`src/rtl/io_port_pkg.sv`:
```
// Shared definitions for the TinyComp I/O port responder.
// Optional build macro: IO_LOOPBACK_EN (adds the Loopback input to io_port_responder).
package io_port_pkg;
  localparam int IO_WIDTH      = 32;
  localparam int IO_DEPTH_LOG2 = 4;

  typedef logic [IO_WIDTH-1:0] io_word_t;
endpackage

```
`src/rtl/io_sync_fifo.sv`:
```
// Single-clock FIFO with registered storage and combinational head read.
// Push is ignored when full, pop is ignored when empty; head reads 0 when empty.
module io_sync_fifo
  import io_port_pkg::*;
#(
  parameter int WIDTH      = IO_WIDTH,
  parameter int DEPTH_LOG2 = IO_DEPTH_LOG2
) (
  input  logic             clk,
  input  logic             rst,
  input  logic             push,
  input  logic [WIDTH-1:0] push_data,
  input  logic             pop,
  output logic [WIDTH-1:0] head,
  output logic             empty,
  output logic             full
);
  localparam int                  DEPTH     = 1 << DEPTH_LOG2;
  localparam logic [DEPTH_LOG2:0] DEPTH_CNT = (DEPTH_LOG2 + 1)'(DEPTH);

  logic [WIDTH-1:0]      mem_q [DEPTH];
  logic [DEPTH_LOG2-1:0] wr_ptr_q, rd_ptr_q;
  logic [DEPTH_LOG2:0]   count_q, count_d;
  logic                  do_push, do_pop;

  assign empty   = (count_q == '0);
  assign full    = (count_q == DEPTH_CNT);
  assign do_push = push & ~full;
  assign do_pop  = pop & ~empty;
  assign head    = empty ? '0 : mem_q[rd_ptr_q];

  // Occupancy: push+pop together leaves the count unchanged.
  always_comb begin
    count_d = count_q;
    if (do_push && !do_pop)      count_d = count_q + 1'b1;
    else if (do_pop && !do_push) count_d = count_q - 1'b1;
  end

  // Pointer/count state; storage words are discarded by resetting pointers only.
  always_ff @(posedge clk) begin
    if (rst) begin
      wr_ptr_q <= '0;
      rd_ptr_q <= '0;
      count_q  <= '0;
    end else begin
      if (do_push) wr_ptr_q <= wr_ptr_q + 1'b1;
      if (do_pop)  rd_ptr_q <= rd_ptr_q + 1'b1;
      count_q <= count_d;
    end
  end

  // Storage write; no reset needed since count gates visibility.
  always_ff @(posedge clk) begin
    if (do_push) mem_q[wr_ptr_q] <= push_data;
  end
endmodule

```
`src/rtl/io_port_responder.sv`:
```
// Device side of the TinyComp I/O port: input FIFO (external producer -> CPU)
// and output FIFO (CPU -> external consumer), with sticky under/overflow flags.
// Optional build macro: IO_LOOPBACK_EN adds a Loopback input that routes the
// output FIFO head into the input FIFO and blocks the external handshakes.
module io_port_responder
  import io_port_pkg::*;
#(
  parameter int WIDTH      = IO_WIDTH,
  parameter int DEPTH_LOG2 = IO_DEPTH_LOG2
) (
  input  logic             Ph0,
  input  logic             Reset,
  input  logic             InStrobe,
  output logic [WIDTH-1:0] InData,
  output logic             InRdy,
  input  logic             OutStrobe,
  input  logic [WIDTH-1:0] OutData,
  input  logic [WIDTH-1:0] ExtInData,
  input  logic             ExtInValid,
  output logic             ExtInReady,
  output logic [WIDTH-1:0] ExtOutData,
  output logic             ExtOutValid,
  input  logic             ExtOutReady,
`ifdef IO_LOOPBACK_EN
  input  logic             Loopback,
`endif
  output logic             Underflow,
  output logic             Overflow
);
  logic             lb, lb_move;
  logic             in_push, in_empty, in_full;
  logic [WIDTH-1:0] in_push_data, in_head;
  logic             out_pop, out_empty, out_full;
  logic [WIDTH-1:0] out_head;
  logic             underflow_q, underflow_d, overflow_q, overflow_d;

`ifdef IO_LOOPBACK_EN
  assign lb = Loopback;
`else
  assign lb = 1'b0;
`endif

  // One word per cycle moves from output head to input FIFO when both allow.
  assign lb_move = lb & ~out_empty & ~in_full;

  // Input side: full blocks the producer even if the CPU pops this cycle.
  assign ExtInReady   = ~in_full & ~lb;
  assign in_push      = lb ? lb_move : (ExtInValid & ExtInReady);
  assign in_push_data = lb ? out_head : ExtInData;
  assign InRdy        = ~in_empty;
  assign InData       = in_head;

  // Output side: consumer sees nothing while looping back.
  assign ExtOutValid = ~out_empty & ~lb;
  assign ExtOutData  = out_head;
  assign out_pop     = lb ? lb_move : (ExtOutValid & ExtOutReady);

  io_sync_fifo #(.WIDTH(WIDTH), .DEPTH_LOG2(DEPTH_LOG2)) u_in_fifo (
    .clk(Ph0), .rst(Reset),
    .push(in_push), .push_data(in_push_data), .pop(InStrobe),
    .head(in_head), .empty(in_empty), .full(in_full)
  );

  io_sync_fifo #(.WIDTH(WIDTH), .DEPTH_LOG2(DEPTH_LOG2)) u_out_fifo (
    .clk(Ph0), .rst(Reset),
    .push(OutStrobe), .push_data(OutData), .pop(out_pop),
    .head(out_head), .empty(out_empty), .full(out_full)
  );

  // Sticky error flags: set on a strobe the FIFO cannot honour.
  always_comb begin
    underflow_d = underflow_q | (InStrobe & in_empty);
    overflow_d  = overflow_q | (OutStrobe & out_full);
  end

  // Flag registers, cleared only by Reset.
  always_ff @(posedge Ph0) begin
    if (Reset) begin
      underflow_q <= 1'b0;
      overflow_q  <= 1'b0;
    end else begin
      underflow_q <= underflow_d;
      overflow_q  <= overflow_d;
    end
  end

  assign Underflow = underflow_q;
  assign Overflow  = overflow_q;
endmodule

```
`config.mk`:
```
export PLATFORM = sky130hd
export DESIGN_NAME = io_port_responder
export DESIGN_NICKNAME = d
export VERILOG_FILES = /design/src/rtl/io_port_pkg.sv /design/src/rtl/io_sync_fifo.sv /design/src/rtl/io_port_responder.sv
export SDC_FILE = /design/constraint.sdc
export NUM_CORES = 1
export LEC_CHECK = 0
export CAP_MARGIN = 20
export CORE_MARGIN = 3
export CORE_UTILIZATION = 50
export DETAILED_ROUTE_END_ITERATION = 7
export HOLD_SLACK_MARGIN = 0.02
export PLACE_DENSITY = 0.8
export SLEW_MARGIN = 0
export SYNTH_ARGS = -nofsm -noshare
export SYNTH_HDL_FRONTEND = slang
export SYNTH_SLANG_ARGS = --single-unit
```
`constraint.sdc`:
```
create_clock -name Ph0 -period 3.7 [get_ports Ph0]
set_clock_uncertainty 0.2 [all_clocks]
set_input_delay 0.37 -clock Ph0 [delete_from_list [all_inputs] [get_ports Ph0]]
set_output_delay 0.37 -clock Ph0 [all_outputs]
set_load 0.02 [all_outputs]
```
==> impl_metrics.tcl, run 1 <==
set metrics [dict create \
    cts_tree "built" \
    dp_slack_ns 0.3576 \
    core-area_mm2 0.08068 \
    criticalPathCategory "flip-flop to output pin" \
    rsz0062_at_grt "no" \
    synth_seq_cells 1060 \
    critPathCaptureType "output pin" \
    synthXorXnorAreaFrac 0.003437 \
    setup_ws_ns 0.09604 \
    htree_levels 3 \
    syn_inst 1791 \
    die_w_um 291.5 \
    worst_slew_pin_slew_ns 0.9009 \
    worstSkewPairLatency_ns 0.64 \
    period_minus_slack_ns 3.604 \
    finalPower_mw 32.25 \
    critPathMaxFanout 17 \
    grt_max_degree 40 \
    cts.clk_slew.worst_paths_ns 0.06 \
    p_comb_frac 0.256 \
    synth_edf_count 1024 \
    die_y_um 291.5 \
    worst_ep_required_time_ns 3.13 \
    reg2reg_slack_ns 0.45 \
    io_pins 139 \
    cts_buffers 99 \
    dpl_cell_area_mm2 0.04404 \
    synth-adder-area-share 0.006507 \
    ys_types 39 \
    synth_flop_cell "edfxtp_1" \
    synth_area_leaders "edfxtp_1, mux4_2, mux2_2, dfxtp_1, a221o_1" \
    viasPerCell 6.154 \
    ctsHoldBuffers 0 \
    rows 104 \
    dr.pass1.iters 5 \
    yosysTopAreaCellShare 0.7543 \
    wire_per_inst_um 28.40 \
    ant_nets 0 \
    design_area_mm2 0.04761 \
    peakVddDrop_mv 0.4595 \
    async_flop_share 0 \
    ys_top_cells_by_count "edfxtp_1, mux4_2, mux2_2, a221o_1, nor2b_1" \
    finalCritPeriodShare 0.9740 \
    synth_most_common_cell "edfxtp_1" \
    hold_violations 0 \
    p_switching_mw 8.865 \
    synth_nets 1881 \
    min_path_type "primary input to flip-flop" \
    slew_headroom 0.3975 \
    wirelength_um 90200 \
    io_buffer_count 138 \
    final_max_slew_viol_count 0 \
    maxCapViolations 0 \
    clock.fmax_mhz 277.5 \
    status "completed" \
    clk_path_buf_depth 3 \
    whs_ns 0.2637 \
    power_frac_seq 0.431 \
    cts.root.buffer_cell "clkbuf_16" \
    synth_top_family_by_area "multiplexers" \
    synth.mux.area_fraction 0.1611 \
    report.final.setup_viol 0 \
    grt_pass1_wl_um 134200 \
    initial_core_util 0.5053 \
    avgSynthCellArea_um2 22.76 \
    drtIter0Drc 1971 \
    p_leak_nw 14.94 \
    startpoint_type "flip-flop" \
    multi_input_area_mm2 0.009025 \
    yosys_warnings 0 \
    antenna_found_initial 5 \
    clkPwrFrac 0.312 \
    seqCellArea_mm2 0.03149 \
    area_growth_syn_to_layout_pct 16.80 \
    yosysSeqAreaShare 0.7720 \
    yosysTopAreaCell "edfxtp_1" \
    nets 2129 \
    num_vias 19550 \
    switching_share 0.2749 \
    gp_congestion 0.7573 \
    syn_area_mm2 0.04077 \
    fill_cells 5431 \
    critical_path_arrival_ns 3.03 \
    p_int_mw 23.38 \
    grt-ovfl-total 0 \
    clkSinkCount 1060 \
    dieArea_mm2 0.08500 \
    grtUsageTotal 0.2128 \
    dp_hpwl_um 46270 \
    drc 0 \
    cellPowerDensity_mw_per_mm2 677.3 \
    grt_pass1_vias 20790 \
    synth-compound-area-share 0.02133 \
    synthSimpleGateAreaFrac 0.02136 \
    layout-drive-gt1-share 0.2901 \
]
-- critical path, stage by stage (launching register included) --
cell and delay (ns):
dfxtp_4 0.45, buf_8 0.23, mux4_2 0.52, mux2_2 0.32, a221o_1 0.30, clkdlybuf4s50_1 0.56
-- final timing paths --
check / startpoint / end / cells past startpoint
worst min register to register: Overflow / Overflow / 2
worst max register to register: u_out_fifo.count_q[0] / u_out_fifo.count_q[4] / 10
worst min-delay path: InStrobe / Underflow / 3
worst max-delay path: flip-flop / ExtOutData[25] / 5
-- registers in the layout (all words and copies together) (netlist names), named ones only --
signal and count:
u_out_fifo.mem_q 512, u_out_fifo.rd_ptr_q 4, u_out_fifo.count_q 5, u_in_fifo.mem_q 512, Overflow 1, u_out_fifo.wr_ptr_q 4
u_in_fifo.count_q 5, u_in_fifo.wr_ptr_q 4, Underflow 1, u_in_fifo.rd_ptr_q 4
-- power by group through the flow --
stage | Sequential (mW) | Clock [mW] | Combinational [mW]
2_1_floorplan | 14.0 | 0 | 5.38
3_3_place_gp | 14.2 | 0 | 8.05
3_5_place_dp | 14.2 | 0 | 8.23
4_1_cts | 13.9 | 10.2 | 8.34
5_1_grt | 13.9 | 10.6 | 8.77
6_report | 13.9 | 10.1 | 8.27
-- cells by family after synthesis --
| group | after synthesis |
|---|---|
| multiplexers | 328 |
| buffers and inverters | 105 |
| AO/OA/AOI/OAI | 94 |
| adder cells (fa/ha/maj) | 20 |
| XOR/XNOR | 16 |
| AND/OR/NAND/NOR | 168 |
| flip-flops | 1060 |
-- layout by cell type, fill, tap and decap left out, types with 30 or more instances in the layout --
master / count
edfxtp_1: 1024
mux4_2: 256
clkbuf_16: 103
clkdlybuf4s50_1: 79
buf_4: 74
mux2_2: 66
a221o_1: 64
nor2b_1: 63
dlygate4sd2_1: 55
nor2_1: 36
dfxtp_1: 30
-- layer usage --
| metal | track usage | share of wire | wire (µm) | vias to the layer above |
|---|---|---|---|---|
| li1 | - | - | - | 8059 |
| met1 | 0.2638 | 0.36 | 32100 | 10250 |
| met2 | 0.3700 | 0.53 | 47610 | 1037 |
| met3 | 0.04495 | 0.082 | 7420 | 196 |
| met4 | 0.08299 | 0.034 | 3026 | 6 |
| met5 | 0 | 0.00045 | 41 | - |
-- layout make-up --
| type | instances | share of cell area |
|---|---|---|
| clock buffer | 125 | 0.05563 |
| multi-input combinational | 628 | 0.1895 |
| timing repair buffer | 241 | 0.05250 |
| tap | 1060 | 0.02785 |
| antenna | 3 | 0.0001577 |
| inverter | 9 | 0.0007095 |
| clock inverter | 50 | 0.01225 |
| sequential | 1060 | 0.6614 |
-- per-stage QoR --
stage,util,setup TNS (ns),std cells
finish,0.5902,0,3176
global route,0.5901,0,3173
CTS,0.5888,-0.3357,3164
detailed placement,0.5458,0,2968
global placement,0.5458,0,2968
floorplan,-,-26.21,1791
-- what timing repair did --
item	4_1_cts	5_1_grt
setup buffers	17	8
hold endpoints to repair	0	0
resized for setup	64	6
gates cloned	4	1
endpoints found under the setup margin	64	9
pin swaps	6	2
(Power assumes the default switching activity.)
==> run 2, diff against run 1 <==
--- a/config.mk
+++ b/config.mk
@@ -5,12 +5,13 @@
 export SDC_FILE = /design/constraint.sdc
 export NUM_CORES = 1
 export LEC_CHECK = 0
-export CAP_MARGIN = 20
+export CELL_PAD_IN_SITES_DETAIL_PLACEMENT = 0
+export CELL_PAD_IN_SITES_GLOBAL_PLACEMENT = 2
 export CORE_MARGIN = 3
-export CORE_UTILIZATION = 50
+export CORE_UTILIZATION = 44
 export DETAILED_ROUTE_END_ITERATION = 7
 export HOLD_SLACK_MARGIN = 0.02
-export PLACE_DENSITY = 0.8
+export PLACE_DENSITY = 0.85
 export SLEW_MARGIN = 0
 export SYNTH_ARGS = -nofsm -noshare
 export SYNTH_HDL_FRONTEND = slang
==> impl_metrics.tcl, run 2 (synthesis results as in run 1) <==
set metrics [dict create \
    dieArea_mm2 0.09634 \
    drtIter0Drc 1669 \
    final_cells 3356 \
    whs_ns 0.2293 \
    die_w_um 310.4 \
    io_pins 139 \
    htree_levels 3 \
    cts_tree "built" \
    reg_top3 "u_in_fifo.mem_q (512), u_out_fifo.mem_q (512)" \
    finalCritPeriodShare 0.9588 \
    startpoint_type "flip-flop" \
    fill_cells 6955 \
    status "completed" \
    final_max_slew_viol_count 0 \
    initial_core_util 0.4441 \
    mostFrequentLayoutCells "edfxtp_1, mux4_2, clkbuf_16" \
    hold_violations 0 \
    crit_path_top_delay_cell "or4_4" \
    clkSinkCount 1060 \
    setup_ws_ns 0.1523 \
    peakVddDrop_mv 0.6859 \
    setup_tns_ns 0 \
    cts.root.buffer_cell "clkbuf_16" \
    viasPerCell 5.654 \
    layout_commonest_cell "edfxtp_1" \
    critPathMaxFanout 32 \
    worst_ep_required_time_ns 3.13 \
    wirelength_um 86950 \
    dp_slack_ns 0.4137 \
    num_vias 18980 \
    finalPower_mw 32.08 \
    path_buf_inv 3 \
    worstSkewPairLatency_ns 0.66 \
    io_buffer_count 138 \
    grt_use_met2 0.3164 \
    dp.cells 3149 \
    clock.fmax_mhz 281.9 \
    grtUsageTotal 0.1839 \
    min_path_type "primary input to flip-flop" \
    grt_use_met3 0.03805 \
    antenna_found_initial 7 \
    grt_pass1_vias 19930 \
    critPathCaptureType "output pin" \
    report.final.setup_viol 0 \
    reg2reg_slack_ns 0.59 \
    core-area_mm2 0.09180 \
    grt-ovfl-total 0 \
    p_leak_nw 14.96 \
    ant_nets 0 \
    wire_per_inst_um 25.91 \
    criticalPathCategory "flip-flop to output pin" \
    grt_max_degree 53 \
    grt_pass1_wl_um 130100 \
    grt_use_met1 0.2366 \
    worst_slew_pin_slew_ns 1.018 \
    dr.pass1.iters 5 \
    period_minus_slack_ns 3.548 \
    critical_path_arrival_ns 2.98 \
    top_usage_layer "met2" \
    rsz0062_at_grt "no" \
    cts.clk_slew.worst_paths_ns 0.06 \
    die_y_um 310.4 \
    slew_headroom 0.3191 \
    drc 0 \
    cellPowerDensity_mw_per_mm2 669.4 \
    clk_path_buf_depth 3 \
    maxCapViolations 0 \
    nets 2115 \
    rows 111 \
    dp_hpwl_um 46840 \
    area_growth_syn_to_layout_pct 17.56 \
    cts_buffers 103 \
    gp_congestion 0.7581 \
    critPathMaxStageDelay_ns 0.58 \
    cp_top_family "buffers and inverters" \
    layout-drive-gt1-share 0.2880 \
    cp_cell_sequence "or4_4 -> buf_4 -> o211ai_4 -> buf_12 -> nor2b_1 -> a221o_1 -> dlygate4sd2_1" \
]
==> run 2: cell count changes in the layout (fill, tap and decap cells not counted), sizes merged, moves of 2 or more <==
cell / before / now
buf: 100 / 85
bufinv: 10 / 8
clkbuf: 126 / 118
clkdlybuf4s50: 79 / 74
clkinv: 35 / 50
clkinvlp: 3 / 6
diode: 3 / 5
dlymetal6s2s: 4 / 8
inv: 11 / 15
==> run 2: final timing paths <==
kind | startpoint | depth (start not counted) | to
worst max-delay path | u_out_fifo.count_q[0] | 7 | ExtOutData[22]
worst min-delay path | InStrobe | 3 | Underflow
worst max register to register | u_out_fifo.count_q[0] | 10 | u_out_fifo.count_q[4]
worst min register to register | Underflow | 2 | Underflow
==> run 2: area by class of cell <==
cell class / instances / area (µm²) / share of cell area
Antenna cell: 5 / 12.51 / 0.0002611
Tap cell: 1243 / 1555 / 0.03245
Inverter: 9 / 33.78 / 0.0007049
Multi-Input combinational cell: 627 / 9017 / 0.1881
Sequential cell: 1060 / 31490 / 0.6571
Clock buffer: 118 / 2634 / 0.05495
Timing Repair Buffer: 224 / 2511 / 0.05240
Clock inverter: 70 / 670.6 / 0.01399
==> run 2: power breakdown <==
group	leakage, nW	switching [mW]	internal [mW]
clock network	1.60	4.45	5.71
registers	9.55	0.249	13.6
logic	3.82	4.19	3.86
total	15.0	8.89	23.2
==> run 2: per-layer routing <==
layer,share of wire,wire length (µm),up-vias
met5,0.00029,25,-
met4,0.026,2236,4
met3,0.066,5735,151
met2,0.52,44990,694
met1,0.39,33960,10090
li1,-,-,8040
==> run 2: worst min-delay path, stage by stage <==
cell and delay (ns):
clkdlybuf4s50_1 0.48, a21oi_1 0.15, nor2_1 0.05
==> run 2: stage by stage <==
step | util | instance area (µm²)
5_1_grt | 0.5220 | 47920
4_1_cts | 0.5216 | 47880
3_5_place_dp | 0.4837 | 44400
3_3_place_gp | 0.4837 | 44400
6_report | 0.5221 | 47930
2_1_floorplan | - | 40790
==> run 2: what timing repair did <==
item,in CTS,in global routing
pin swaps,2,0
setup endpoints to repair,64,13
hold buffers,0,0
gates resized for setup,71,10
buffers inserted,11,0
cloned,3,0
